===== config.mk =====
export PLATFORM = sky130hd
export DESIGN_NAME = operand_sequencer
export DESIGN_NICKNAME = d
export VERILOG_FILES = /design/src/rtl/operand_sequencer.sv
export SDC_FILE = /design/constraint.sdc
export NUM_CORES = 1
export LEC_CHECK = 0
export BUFFER_PORTS_ARGS = -buffer_cell sky130_fd_sc_hd__buf_4
export CAP_MARGIN = 30
export CORE_UTILIZATION = 65
export CTS_BUF_LIST = sky130_fd_sc_hd__clkbuf_2
export CTS_CLUSTER_DIAMETER = 30
export DETAILED_ROUTE_END_ITERATION = 7
export PLACE_DENSITY_LB_ADDON = 0.3
export SYNTH_ARGS = -nofsm -noshare
export SYNTH_HDL_FRONTEND = slang
export SYNTH_SLANG_ARGS = --single-unit

===== constraint.sdc =====
create_clock -name clk -period 4.6 [get_ports clk]
set_input_delay 0.92 -clock clk [delete_from_list [all_inputs] [get_ports clk]]
set_output_delay 0.92 -clock clk [all_outputs]
set_load 0.01 [all_outputs]

===== src/rtl/operand_sequencer.sv =====
// operand_sequencer: steps a combinational two-operand datapath through a
// programmed table of operand pairs, captures each result after a settle
// time, offers it on a valid/ready port and folds it into a rolling signature.
module operand_sequencer #(
  parameter int WIDTH      = 32,
  parameter int DEPTH      = 8,
  parameter int SETTLE_CYC = 1,
  localparam int IDX_W     = $clog2(DEPTH)
) (
  input  logic             clk,
  input  logic             rst,
  input  logic             load_we,
  input  logic [IDX_W-1:0] load_addr,
  input  logic [WIDTH-1:0] load_a,
  input  logic [WIDTH-1:0] load_b,
  input  logic [IDX_W:0]   num_vec,
  input  logic             start,
  output logic [WIDTH-1:0] dp_a,
  output logic [WIDTH-1:0] dp_b,
  input  logic [WIDTH-1:0] dp_y,
  output logic             res_valid,
  input  logic             res_ready,
  output logic [WIDTH-1:0] res_data,
  output logic [IDX_W-1:0] res_idx,
  output logic             busy,
  output logic             done,
  output logic [WIDTH-1:0] signature
);

  localparam int CNT_W = (SETTLE_CYC < 2) ? 1 : $clog2(SETTLE_CYC + 1);

  typedef enum logic [1:0] {
    IDLE,
    SETTLE,
    HOLD,
    DONE
  } state_t;

  state_t           state;
  state_t           state_next;
  logic [IDX_W-1:0] idx;
  logic [IDX_W-1:0] last;
  logic [IDX_W-1:0] idx_inc;
  logic [IDX_W-1:0] last_init;
  logic [IDX_W:0]   num_clamped;
  logic [CNT_W-1:0] settle_cnt;
  logic             settle_last;
  logic             run_start;
  logic             capture;
  logic             advance;
  logic             handshake;

  logic [WIDTH-1:0] table_a [DEPTH];
  logic [WIDTH-1:0] table_b [DEPTH];

  // State register.
  // NOTE: every clocked process uses non-blocking assignments so all flops
  // sample their inputs from the same pre-edge values.
  always_ff @(posedge clk) begin
    if (rst) state <= IDLE;
    else     state <= state_next;
  end

  // Next-state decode plus the one-cycle strobes that steer the datapath.
  // NOTE: every output of this block is defaulted first so no path through
  // the case statement can leave a signal unassigned and infer a latch.
  always_comb begin
    state_next  = state;
    run_start   = 1'b0;
    capture     = 1'b0;
    advance     = 1'b0;
    settle_last = (settle_cnt == CNT_W'(SETTLE_CYC - 1));
    handshake   = res_valid && res_ready;
    idx_inc     = idx + 1'b1;
    num_clamped = (num_vec > (IDX_W + 1)'(DEPTH)) ? (IDX_W + 1)'(DEPTH) : num_vec;
    last_init   = IDX_W'(num_clamped - 1'b1);
    busy        = (state != IDLE);
    done        = (state == DONE);
    case (state)
      IDLE: begin
        if (start) begin
          if (num_vec != '0) begin
            state_next = SETTLE;
            run_start  = 1'b1;
          end else begin
            state_next = DONE;
          end
        end
      end
      SETTLE: begin
        if (settle_last) begin
          capture    = 1'b1;
          state_next = HOLD;
        end
      end
      HOLD: begin
        if (handshake) begin
          if (idx == last) begin
            state_next = DONE;
          end else begin
            advance    = 1'b1;
            state_next = SETTLE;
          end
        end
      end
      DONE:    state_next = IDLE;
      default: state_next = IDLE;
    endcase
  end

  // Operand table: writable only while idle so a run sees a frozen table.
  // NOTE: the table is reset explicitly because a rerun after reset must
  // return zero results; this keeps it in flops rather than a RAM macro.
  always_ff @(posedge clk) begin
    if (rst) begin
      for (int i = 0; i < DEPTH; i++) begin
        table_a[i] <= '0;
        table_b[i] <= '0;
      end
    end else if (state == IDLE && load_we) begin
      table_a[load_addr] <= load_a;
      table_b[load_addr] <= load_b;
    end
  end

  // Run datapath: operand drive, settle counter, capture and result port.
  always_ff @(posedge clk) begin
    if (rst) begin
      dp_a       <= '0;
      dp_b       <= '0;
      idx        <= '0;
      last       <= '0;
      settle_cnt <= '0;
      res_valid  <= 1'b0;
      res_data   <= '0;
      res_idx    <= '0;
      signature  <= '0;
    end else begin
      if (state == IDLE && start) signature <= '0;
      if (run_start) begin
        idx        <= '0;
        last       <= last_init;
        settle_cnt <= '0;
        dp_a       <= table_a[0];
        dp_b       <= table_b[0];
      end
      if (state == SETTLE) begin
        if (capture) begin
          settle_cnt <= '0;
          res_data   <= dp_y;
          res_idx    <= idx;
          res_valid  <= 1'b1;
          signature  <= {signature[WIDTH-2:0], signature[WIDTH-1]} ^ dp_y;
        end else begin
          settle_cnt <= settle_cnt + 1'b1;
        end
      end
      if (state == HOLD && handshake) res_valid <= 1'b0;
      if (advance) begin
        idx  <= idx_inc;
        dp_a <= table_a[idx_inc];
        dp_b <= table_b[idx_inc];
      end
    end
  end

endmodule


==> summary.md <==
| Metric | Value |
|---|---|
| Number of core rows | 76 |
| Core ar. | roughly 43,000 um^2 |
| Sequential area share after synthesis | between 60% and 70% |
| Die Area | 44,900 um^2 |
| Post-synthesis cell type count | 44 |
| CTS tree | built |
| Detailed Routing Iterations Pass 1 | 6 |
| Post-CTS setup buffers | 0 |
| Initial antenna violation count | 5 |
| Synthesized flop and latch total | 653 |
| Critical path arrival | around 2.4 ns |
| Startpoint types | flip-flop |
| Global-route usage over all layers | about 32% |
| Die Span Y | 212 um |
| Chip width | between 200 and 250 um |
| Max stage delay on crit path | approximately 0.58 ns |
| Drt wl/cell | 22.8 um |
| First-pass GRT wire length | 107 mm |
| NumNets Final | 2,481 |
| Root buf cell | clkbuf_2 |
| Avg Synthesized Cell Area | 14.5 um^2 |
| IR drop worst, VDD | ~0.25 mV |
| Post-route DRC violation count | 0 |
| HPWL after detailed placement | a little under 40 mm |
| Fillers | ~2.5k |
| Final WL | approximately 71 mm |
| Crit. End Element | output port |
| EDFF count, synth | between 500 and 600 |
| Fin. max-slew vios | 0 |
| Total grt overflow | 0 |
| Final min period | ~3.3 ns |
| Post-Syn Instances | 1,981 |
| Routed vias | around 19k |
| H-Tree Depth | 4 |
| Async SR Flop Fraction | 0% |
| Final ANT Viol Nets | 0 |
| Fraction of layout cells with a size suffix above 1 | between 20% and 30% |
| Initial Utilization | between 60% and 70% |
| Crit path setup slack, layout | ~1.3 ns |
| Clk buf depth | 3 |
| Clk sink count | roughly 650 |
| Largest net degree at the start of global routing | approximately 80 |
| Final instance area | about 34,000 um^2 |
| Worst Tran Pin Value | between 0.9 and 1 ns |
| Synth Cell Area | about 29,000 um^2 |
| Setup TNS | 0 ns |
| HP Class | primary input to flip-flop |
| Fin crit share | a little under three quarters |
| Buffers and inverters on the worst path | 2 |
| Vias/cell | ~6.0 |
| I/O pins | ~240 |
| Total CTS buffers | 161 |
| Worst slack, placed | around 1.3 ns |
| Finished Core Util | 77.8% |
| Number of global-route vias before repair | roughly 20k |
| Clock Skews | roughly 0.066 ns |
| Port bufs | 241 |
| Endpoints failing hold | 0 |
| Number of warnings issued by yosys | 0 |
| Final setup viols | 0 |
| Worst path depth | 3 |
| Critical Path RT | between 3 and 4 ns |
| Max FO, Critical Path | 7 |
| Max-capacitance violation count | 0 |
| Min Hold Slack | 0.186 ns |
| Status | complete, no violations |
| Reg2reg path depth | 5 |
| Worst Hold Path Cells | 2 |
| Unrepaired setup endpoints after global routing | no |
| Power Density | roughly 360 nW/um^2 |
| Max Clk Rate | between 300 and 400 MHz |
| Worst-path clk slew | ~0.10 ns |
| Slowest-stage cell, CP | dfxtp_1 |
| Placed Area | roughly 31,000 um^2 |
| Net count after synthesis | 2,091 |
| Synth Flop Type | edfxtp_1 |
| P_leak | roughly 13 nW |
| Setup CP Type | flip-flop to output port |
| Top cell family by delay on the critical path | flip-flops |
| Initial drt markers | approximately 1.9k |
| Max_slew headroom | 38.4% |
| Area grow syn2layout | 17.4% |
| GPL Wtd Cong | approximately 0.78 |
| Crit path cell chain | inv_1, nor2_1, buf_4 |
| Latest clock arrival within the worst-skew pair | around 1.3 ns |
==> per-layer routing <==
| metal | global-route usage, % | vias to the layer above | wire length [um] |
|---|---|---|---|
| met3 | 8.17 | 166 | 6070 |
| met4 | 15.4 | 4 | 2110 |
| li1 | - | 8145 | - |
| met1 | 39.7 | 9254 | 27000 |
| met2 | 53.5 | 974 | 35500 |
| met5 | 0 | - | 23 |
==> repair_timing <==
action,CTS,global route
hold buffers,103,0
hold endpoints to repair,585,0
gates resized for setup,0,0
endpoints found under the setup margin,0,0
==> report_power, final <==
part           internal [mW]  switching (mW)  leakage (nW)  total [mW]
combinational          0.431           0.535          5.17       0.966
clock                   1.92            2.36          1.25        4.28
sequential              6.61           0.128          6.46        6.74
total                   8.96            3.02          12.9        12.0
==> cells by family (layout without fill, tap and decap cells) <==
| logic type | count (synthesis) | count (layout) | share of synthesized area (%) |
|---|---|---|---|
| simple gates | 726 | 726 | 14.4 |
| compound gates | 211 | 211 | 5.58 |
| flops | 653 | 653 | 63.5 |
| mux | 193 | 193 | 12.3 |
| fa+ha+maj | 2 | 2 | 0.0873 |
| buf+inv | 158 | 685 | 2.94 |
| other cells | 0 | 3 | 0 |
| xor+xnor | 38 | 38 | 1.19 |
==> area by class of cell <==
| type | count | area, um^2 | share of cell area, % |
|---|---|---|---|
| clock inverters | 58 | 467 | 1.39 |
| well taps | 585 | 732 | 2.17 |
| clock buffers | 242 | 1210 | 3.60 |
| repair buffers | 380 | 3270 | 9.71 |
| diodes | 3 | 7.51 | 0.0223 |
| multi-input cells | 1170 | 9750 | 29.0 |
| inverters | 5 | 18.8 | 0.0558 |
| flip-flops and latches | 653 | 18200 | 54.1 |
==> flip-flops by register name, summed over array words and instances, names as in the netlist <==
name,flops
dp_a,32
dp_b,32
idx,3
last,3
res_data,32
res_idx,3
res_valid,1
settle_cnt,1
signature,32
state,2
table_a,256
table_b,256
==> synth_stat cells, types with 8 or more instances <==
cell type / count / share of area (%)
a21oi_1: 104 / 1.8
a221oi_1: 35 / 1.1
a221oi_2: 29 / 1.5
a22oi_1: 32 / 0.84
and2_1: 512 / 11
buf_2: 19 / 0.33
buf_4: 15 / 0.39
buf_6: 18 / 0.71
clkbuf_1: 80 / 1.0
clkbuf_2: 18 / 0.31
dfxtp_1: 141 / 9.8
edfxtp_1: 512 / 54
mux2i_1: 65 / 2.3
mux4_2: 128 / 10
nand2_1: 139 / 1.8
nor2_1: 44 / 0.58
or2_2: 8 / 0.17
xor2_1: 32 / 0.98
==> cells in the final DEF, fill, tap and decap left out, types with 3 or more instances in the layout <==
cell / instances
dlygate4sd3_1: 103
nor2_4: 6
clkinv_1: 32
a221oi_2: 29
bufinv_16: 9
nand3_1: 5
a22oi_1: 32
buf_12: 6
a221oi_1: 35
inv_1: 5
edfxtp_1: 512
xnor2_1: 4
buf_16: 4
clkinv_2: 10
nand2_1: 139
nor2_1: 38
a31oi_1: 3
and2_1: 512
mux2i_1: 65
buf_4: 266
nand2b_1: 4
a21oi_1: 103
diode_2: 3
xor2_1: 32
dfxtp_1: 140
or2_4: 8
mux4_2: 128
inv_2: 7
clkbuf_2: 242
==> stage by stage <==
stage / std cells / power, mW
final: 3096 / 12.0
after CTS: 3093 / 12.0
after floorplan: 1981 / 7.31
after global routing: 3095 / 12.4
after detailed placement: 2690 / 7.74
after global placement: 2686 / 7.69
==> worst register-to-register path, cell delays in order (launching register included) <==
cell      delay, ns
dfxtp_1        0.45
nor2_1         0.31
and3_4         0.68
buf_4          0.83
mux2i_1        0.21
a221oi_1       0.32
==> path summary, 6_finish.rpt <==
path / start / end / slack (ns)
worst min-delay path: rst / dp_a[29] / 0.19
worst min register to register: res_data[12] / res_data[12] / 0.46
worst max register to register: state[0] / dp_a[31] / 1.67
worst max-delay path: state[1] / done / 1.31
Power figures use the tool's default switching activity.
